--- src/rtl/adc_axis_capture_if.sv ---
// AXI4-Stream sample bus between the ADC capture front end and the stream consumer.
// Handshake: a beat transfers on a rising aclk edge where tvalid & tready are both 1; while tvalid=1 and tready=0
// the master holds tdata/tlast stable, tvalid never depends on tready, and tdata/tlast read as 0 when tvalid=0.
interface adc_axis_capture_if #(
    parameter int DATA_W = 8
);
    logic [DATA_W-1:0] tdata;
    logic              tvalid;
    logic              tready;
    logic              tlast;

    modport master (output tdata, output tvalid, output tlast, input tready);
    modport slave  (input tdata, input tvalid, input tlast, output tready);
endinterface

--- src/rtl/adc_axis_capture.sv ---
// ADC capture front end: offset correction, armed level/free-run trigger, fixed-length packets
// pushed into a show-ahead FIFO on an AXI4-Stream master, with drop accounting under backpressure.
module adc_axis_capture #(
    parameter int DATA_W     = 8,
    parameter int FIFO_DEPTH = 16,
    parameter int CNT_W      = 16
) (
    input  logic              aclk,
    input  logic              aresetn,
    output logic              ADC_CLK,
    input  logic [DATA_W-1:0] ADC_Data,
    input  logic [DATA_W-1:0] Offset,
    input  logic [CNT_W-1:0]  pkt_len,
    input  logic [1:0]        trig_mode,
    input  logic [DATA_W-1:0] trig_level,
    input  logic              continuous,
    input  logic              arm,
    adc_axis_capture_if.master m_axis,
    output logic              busy,
    output logic [15:0]       drop_cnt,
    output logic              last_lost,
    output logic [1:0]        dbg_state
);
    localparam int AW = $clog2(FIFO_DEPTH);
    localparam logic [AW:0] OCC_FULL = (AW + 1)'(FIFO_DEPTH);
    localparam logic [AW:0] OCC_LAST_FREE = (AW + 1)'(FIFO_DEPTH - 1);

    typedef enum logic [1:0] {S_IDLE, S_ARMED, S_CAPTURE} state_t;

    state_t             state, state_nxt;
    logic [DATA_W-1:0]  s_cur, s_prev;
    logic [CNT_W-1:0]   len_q, idx;
    logic [1:0]         mode_q;
    logic               prev_ok;
    logic               trig, push, push_last, wr_en, drop, pop;

    logic [DATA_W:0]    mem [FIFO_DEPTH];
    logic [AW-1:0]      wr_ptr, rd_ptr;
    logic [AW:0]        occ;

    assign ADC_CLK   = aclk;
    assign busy      = (state != S_IDLE);
    assign dbg_state = state;

    always_comb begin
        state_nxt = state;
        trig      = 1'b0;
        push      = 1'b0;
        push_last = 1'b0;
        case (state)
            S_IDLE: begin
                if (arm) state_nxt = S_ARMED;
            end
            S_ARMED: begin
                case (mode_q)
                    2'd1:    trig = prev_ok && (s_prev < trig_level) && (s_cur >= trig_level);
                    2'd2:    trig = prev_ok && (s_prev >= trig_level) && (s_cur < trig_level);
                    default: trig = 1'b1;
                endcase
                if (trig) begin
                    push      = 1'b1;
                    push_last = (len_q == '0);
                    if (push_last) state_nxt = continuous ? S_ARMED : S_IDLE;
                    else           state_nxt = S_CAPTURE;
                end
            end
            S_CAPTURE: begin
                push      = 1'b1;
                push_last = (idx == len_q);
                if (push_last) state_nxt = continuous ? S_ARMED : S_IDLE;
            end
            default: state_nxt = S_IDLE;
        endcase
    end

    // prev_ok only survives a cycle spent waiting in ARMED; every re-entry to ARMED starts at 0.
    always_ff @(posedge aclk) begin
        if (!aresetn) begin
            state   <= S_IDLE;
            s_cur   <= '0;
            s_prev  <= '0;
            len_q   <= '0;
            mode_q  <= '0;
            idx     <= '0;
            prev_ok <= 1'b0;
        end else begin
            state   <= state_nxt;
            s_cur   <= ADC_Data - Offset;
            s_prev  <= s_cur;
            prev_ok <= (state == S_ARMED) && !trig;
            if (state == S_IDLE && arm) begin
                len_q  <= pkt_len;
                mode_q <= trig_mode;
            end
            if (state == S_ARMED && trig) idx <= CNT_W'(1);
            else if (state == S_CAPTURE)  idx <= idx + 1'b1;
        end
    end

    // The last FIFO slot is reserved for the tlast sample so a packet boundary survives an overflow.
    assign pop   = m_axis.tvalid && m_axis.tready;
    assign wr_en = push && (push_last ? (occ < OCC_FULL) : (occ < OCC_LAST_FREE));
    assign drop  = push && !wr_en;

    always_ff @(posedge aclk) begin
        if (wr_en) mem[wr_ptr] <= {push_last, s_cur};
    end

    always_ff @(posedge aclk) begin
        if (!aresetn) begin
            wr_ptr    <= '0;
            rd_ptr    <= '0;
            occ       <= '0;
            drop_cnt  <= '0;
            last_lost <= 1'b0;
        end else begin
            if (wr_en) wr_ptr <= wr_ptr + 1'b1;
            if (pop)   rd_ptr <= rd_ptr + 1'b1;
            case ({wr_en, pop})
                2'b10:   occ <= occ + 1'b1;
                2'b01:   occ <= occ - 1'b1;
                default: occ <= occ;
            endcase
            if (drop && drop_cnt != 16'hFFFF) drop_cnt <= drop_cnt + 1'b1;
            if (drop && push_last) last_lost <= 1'b1;
        end
    end

    assign m_axis.tvalid = (occ != '0);
    assign {m_axis.tlast, m_axis.tdata} = m_axis.tvalid ? mem[rd_ptr] : '0;
endmodule

--- src/flat_wrapper.sv ---
// flat-port wrapper written by rule: the top's interface ports become plain ports
module adc_axis_capture_flat 
#(
    parameter int DATA_W     = 8,
    parameter int FIFO_DEPTH = 16,
    parameter int CNT_W      = 16
)
  (aclk, aresetn, ADC_CLK, ADC_Data, Offset, pkt_len, trig_mode, trig_level, continuous, arm, busy, drop_cnt, last_lost, dbg_state, m_axis_tdata, m_axis_tvalid, m_axis_tlast, m_axis_tready);
  adc_axis_capture_if #(.DATA_W(DATA_W)) m_axis_i ();
  input  logic aclk;
  input  logic aresetn;
  output logic ADC_CLK;
  input  logic [DATA_W-1:0] ADC_Data;
  input  logic [DATA_W-1:0] Offset;
  input  logic [CNT_W-1:0] pkt_len;
  input  logic [1:0] trig_mode;
  input  logic [DATA_W-1:0] trig_level;
  input  logic continuous;
  input  logic arm;
  output logic busy;
  output logic [15:0] drop_cnt;
  output logic last_lost;
  output logic [1:0] dbg_state;
  output wire logic [$bits(m_axis_i.tdata)-1:0] m_axis_tdata;
  output wire logic [$bits(m_axis_i.tvalid)-1:0] m_axis_tvalid;
  output wire logic [$bits(m_axis_i.tlast)-1:0] m_axis_tlast;
  input wire logic [$bits(m_axis_i.tready)-1:0] m_axis_tready;
  assign m_axis_tdata = m_axis_i.tdata;
  assign m_axis_tvalid = m_axis_i.tvalid;
  assign m_axis_tlast = m_axis_i.tlast;
  assign m_axis_i.tready = m_axis_tready;
  adc_axis_capture #(.DATA_W(DATA_W), .FIFO_DEPTH(FIFO_DEPTH), .CNT_W(CNT_W)) u_core (.aclk(aclk), .aresetn(aresetn), .ADC_CLK(ADC_CLK), .ADC_Data(ADC_Data), .Offset(Offset), .pkt_len(pkt_len), .trig_mode(trig_mode), .trig_level(trig_level), .continuous(continuous), .arm(arm), .m_axis(m_axis_i), .busy(busy), .drop_cnt(drop_cnt), .last_lost(last_lost), .dbg_state(dbg_state));
endmodule
--- config.mk ---
export PLATFORM = sky130hd
export DESIGN_NAME = adc_axis_capture_flat
export DESIGN_NICKNAME = d
export VERILOG_FILES = /design/src/rtl/adc_axis_capture_if.sv /design/src/rtl/adc_axis_capture.sv /design/src/flat_wrapper.sv
export SDC_FILE = /design/constraint.sdc
export NUM_CORES = 1
export LEC_CHECK = 0
export ABC_AREA = 1
export ABC_CLOCK_PERIOD_IN_PS = 4100
export BUFFER_PORTS_ARGS = -buffer_cell sky130_fd_sc_hd__buf_2
export CORE_UTILIZATION = 40
export DETAILED_ROUTE_END_ITERATION = 8
export SLEW_MARGIN = 0
export SYNTH_ARGS = -nofsm -noshare
export SYNTH_HDL_FRONTEND = slang
export SYNTH_SLANG_ARGS = --single-unit
--- constraint.sdc ---
create_clock -name aclk -period 4.1 [get_ports aclk]
set_input_delay 0.41 -clock aclk [delete_from_list [all_inputs] [get_ports aclk]]
set_output_delay 0.41 -clock aclk [all_outputs]
set_load 0.05 [all_outputs]
== Yosys cells after proc, flatten, opt, wreduce, memory -nomap -nowiden ==
Memories as Yosys holds them, arrays and structs flattened. A register that Yosys moved wholly into a read port is not among the register bits.
Cells that the tools add are included.

* Add/sub/neg operators: 7
* Eq/ne operators: 11
* Order comparisons: 6
* Bitwise operators: 1
* Reductions and logical operators: 22
* Muxes and demuxes: 22

{| class="wikitable"
|+ Operators with widths
! cell !! number
|-
| adder 16 x 1 -> 16 bit (second input constant) || 2
|-
| == test 16 bit || 1
|-
| greater-or-equal comparator 8 bit || 2
|-
| zero test 16 bit || 1
|-
| less-than comparator 8 bit || 2
|-
| inequality test 16 bit (second input constant) || 1
|-
| logical AND 1 bit || 12
|-
| two-way mux 1 bit || 10
|-
| one-hot mux 5 bit (2 select lines) || 1
|-
| two-way mux 9 bit || 1
|-
| adder 4 x 1 -> 4 bit (second input constant) || 2
|-
| two-way mux 2 bit || 4
|-
| two-way mux 4 bit || 2
|-
| subtractor 8 bit || 1
|-
| == test 2 x 1 -> 1 bit (second input constant) || 3
|-
| == test 2 bit (second input constant) || 3
|-
| one-hot mux 1 bit (2 select lines) || 3
|-
| one-hot mux 2 bit (3 select lines) || 1
|-
| nonzero test 2 bit || 3
|-
| adder 5 x 1 -> 5 bit (second input constant) || 1
|-
| less-than comparator 5 x 4 -> 1 bit (second input constant) || 1
|-
| less-than comparator 5 bit (second input constant) || 1
|-
| nonzero test 5 bit || 1
|-
| subtractor 5 x 1 -> 5 bit (second input constant) || 1
|-
| other kinds (7) || 9
|}

* Logic and storage cells: 83
* Output and inout port bits: 31
* Memories: 1
* Register bits after elaboration: 83
* Memory bits (writable): 144
* Input bits: 47

{| class="wikitable"
|+ Memory list
! memory !! words !! width !! rd ports !! clocked after Yosys merged registers in !! write ports !! RTL line !! text
|-
| u_core.mem || 16 || 9 || 1 || 1 || 1 || adc_axis_capture.sv:37 || <nowiki>logic [DATA_W:0] mem [FIFO_DEPTH];</nowiki>
|}

== Depth between registers and ports, before layout ==
* Word-level depth: 12
* Mapped depth: 27
* Gate-level depth less buffers: 27

==> run metrics <==
Clk pin slew, worst setup/hold paths=0.06 ns; period utilization=82.58%; fillers=2435; Syn Area/Cell=9.655 um^2; die height=166.1 um; Post-Synthesis Cells=1115; post-synth top area share=40.17%; main area contributors after synthesis=edfxtp_1 40%, dfxtp_1 16%, nor2_1 6.0%; drt total wl=24260 um; TritonCTS clock tree=done; switch share=36.98%; first drt pass iteration count=9; Multi-input gate area=3958 um^2; Relative slew margins=44.28%; Routed Antenna Nets=0; initial core utilization=41.08%; ys async rst share=0%; drt drc=2; DIE AREA=27570 um^2; post-route cell area=12460 um^2; Peak VDD IR=0.4058 mV; static leakage=5.020 nW; failing checks=design-rule violations; Die W=166.1 um; Comb pwr share=31.3%; setup TNS=0 ns; Detailed Route Iter0 Violations=570; crit path capture type=register; Hold Path Class=in -> reg; sequential fraction of the synthesis area=56.35%; initial antenna violation count=0; number of vias per cell=5.105; Power Dens Cells=590.3 nW/um^2; Syn Nets=1204; setup bufs post-CTS=0; Cell Int Power=4.634 mW; flops & latches, synth=231; critical path arrival=3.96 ns; Max Freq=295.4 MHz; Core ar.=26210 um^2; final setup vio count=0; Rows=59; clk_lat worst skew=0.65 ns; top-count cell post-synth=nor2_1; Ant. Diodes=0; register area=6067 um^2; dominant synthesized flop cell=edfxtp_1; sequential fraction of design power=37.4%; slew at the pin closest to its max-slew limit=0.8327 ns; Crit Path Category=reg -> reg; first-pass GRT wire length=39460 um; WL/cell=15.52 um; Placed Area=11610 um^2; outcome=complete, but fails checks; Final Hold Viols=0; most frequent cells after synthesis=172 x nor2_1, 144 x edfxtp_1, 118 x inv_1; unrepaired setup endpoints after global routing=no; Worst Skew=0.01867 ns; ratio of cells with drive above 1 in the final layout=17.43%; Final Max Tran Viols=0; port buffer count=77; P_sw=2.720 mW; vias in the first global route=7782; DP Wirelength=15670 um; Resize count post-CTS=0; Layout area overhead=15.74%; unique cell type count in the Yosys netlist=46; crit start category=register; required time worst endpoint=4.67 ns; number of flops mapped to enable cells by yosys=144; io pins=78; GRT overflow=0; largest area contributor in the netlist=edfxtp_1; Nets=1299; total track usage=17.79%; Ys Warns=0; GPL Wtd Cong=0.8241; mapped cell area=10770 um^2; Max FO, Critical Path=18; MaxCap Viol Count=0; DR vias=7979; min cycle time layout=3.386 ns; reg2reg setup slack=0.71 ns; clock power share=31.3%; largest net degree at the start of global routing=73
[routing by layer]
metal  track usage (%)  wire (um)  up-vias
li1                  -          -     4007
met1             23.52      10960     3736
met2             30.07      11600      202
met3             2.908       1285       34
met4             5.039        411        0
met5                 0          0        -
[cell families after synthesis]
group	share of synthesized area, %
xor gates and xnor gates	2.034
DFF	56.35
and+or+nand+nor	18.47
buffers and inverters	6.892
AOI/OAI and AO/OA	11.24
adders and majority gates	5.021
[per-stage QoR]
step / setup slack [ns] / cells / util [%] / power (mW) / hold WS [ns]
floorplan: 0.9892 / 1115 / - / 4.564 / 0.4511
global placement: 0.7576 / 1514 / 44.30 / 5.130 / 0.4378
detailed placement: 0.6495 / 1514 / 44.30 / 5.159 / 0.4450
CTS: 0.7074 / 1563 / 47.54 / 7.438 / 0.002900
global route: 0.3501 / 1563 / 47.54 / 7.790 / 0.01457
finish: 0.7142 / 1563 / 47.54 / 7.354 / 0.02402
[final cells by class]
class | instances | share of cell area (%)
sequential | 231 | 48.69
multi-input combinational | 700 | 31.76
clock buffer | 33 | 5.865
timing repair buffer | 110 | 5.222
inverter | 138 | 4.178
tap | 335 | 3.364
clock inverter | 16 | 0.9138
[cells in the final DEF, fill, tap and decap left out, drive strengths merged, types with 3 or more instances in the layout]
cell type  netlist  final
nor3            15     15
inv            134    135
clkbuf          32     32
xnor2           15     15
o22ai           10     10
o21ai          113    113
clkinv           4     16
nand4           42     42
dfxtp           87     87
nor2           189    189
nand2          127    127
ha              40     40
buf             14    110
nor4             7      7
a21oi           53     53
xor2            10     10
o221ai          26     26
nand3           36     36
o21a             3      3
edfxtp         144    144
[worst paths after layout]
check / from / endpoint / cells past startpoint
hold reg to reg: u_core.last_lost / u_core.last_lost / 2
setup / recovery: u_core.s_cur[7] / u_core.occ[4] / 22
hold / removal: pkt_len[2] / u_core.len_q[2] / 3
setup reg to reg: u_core.s_cur[7] / u_core.occ[4] / 22
[critical path, cell delays in order (launching register included)]
cell	delay, ns
dfxtp_1	0.30
buf_4	0.18
ha_1	0.31
nand2_1	0.06
nor2_1	0.16
nand2_1	0.09
nand2_1	0.08
nor2_1	0.05
nand2_2	0.08
nand3_4	0.11
a21oi_2	0.26
nor2_8	0.05
nand3_4	0.12
ha_1	0.26
inv_1	0.10
fa_1	0.41
inv_1	0.08
a31oi_1	0.10
inv_1	0.07
nor2_1	0.04
nor3_1	0.17
o21ai_0	0.11
a21oi_1	0.14
[flip-flops by register name, indices dropped and copies added (netlist names), named ones only]
name              cells
u_core.mem          144
u_core.drop_cnt      16
u_core.idx           16
u_core.len_q         16
u_core.s_cur          8
u_core.s_prev         8
u_core.occ            5
u_core.rd_ptr         4
u_core.wr_ptr         4
u_core.dbg_state      2
u_core.mode_q         2
u_core.last_lost      1
u_core.prev_ok        1
[timing repair]
| action | CTS | global route |
|---|---|---|
| setup endpoints to repair | 0 | 0 |
| hold endpoints to repair | 1 | 0 |
| hold buffers | 1 | 0 |
[power by group through the flow]
stage,registers (mW),clock network [mW],logic [mW]
after detailed placement,2.80,0.0465,2.31
after global routing,2.77,2.46,2.56
final,2.75,2.30,2.30
after CTS,2.75,2.36,2.32
after floorplan,2.83,0.0526,1.69
after global placement,2.80,0.0465,2.29
Note: power is estimated with default switching activity, not from simulation.
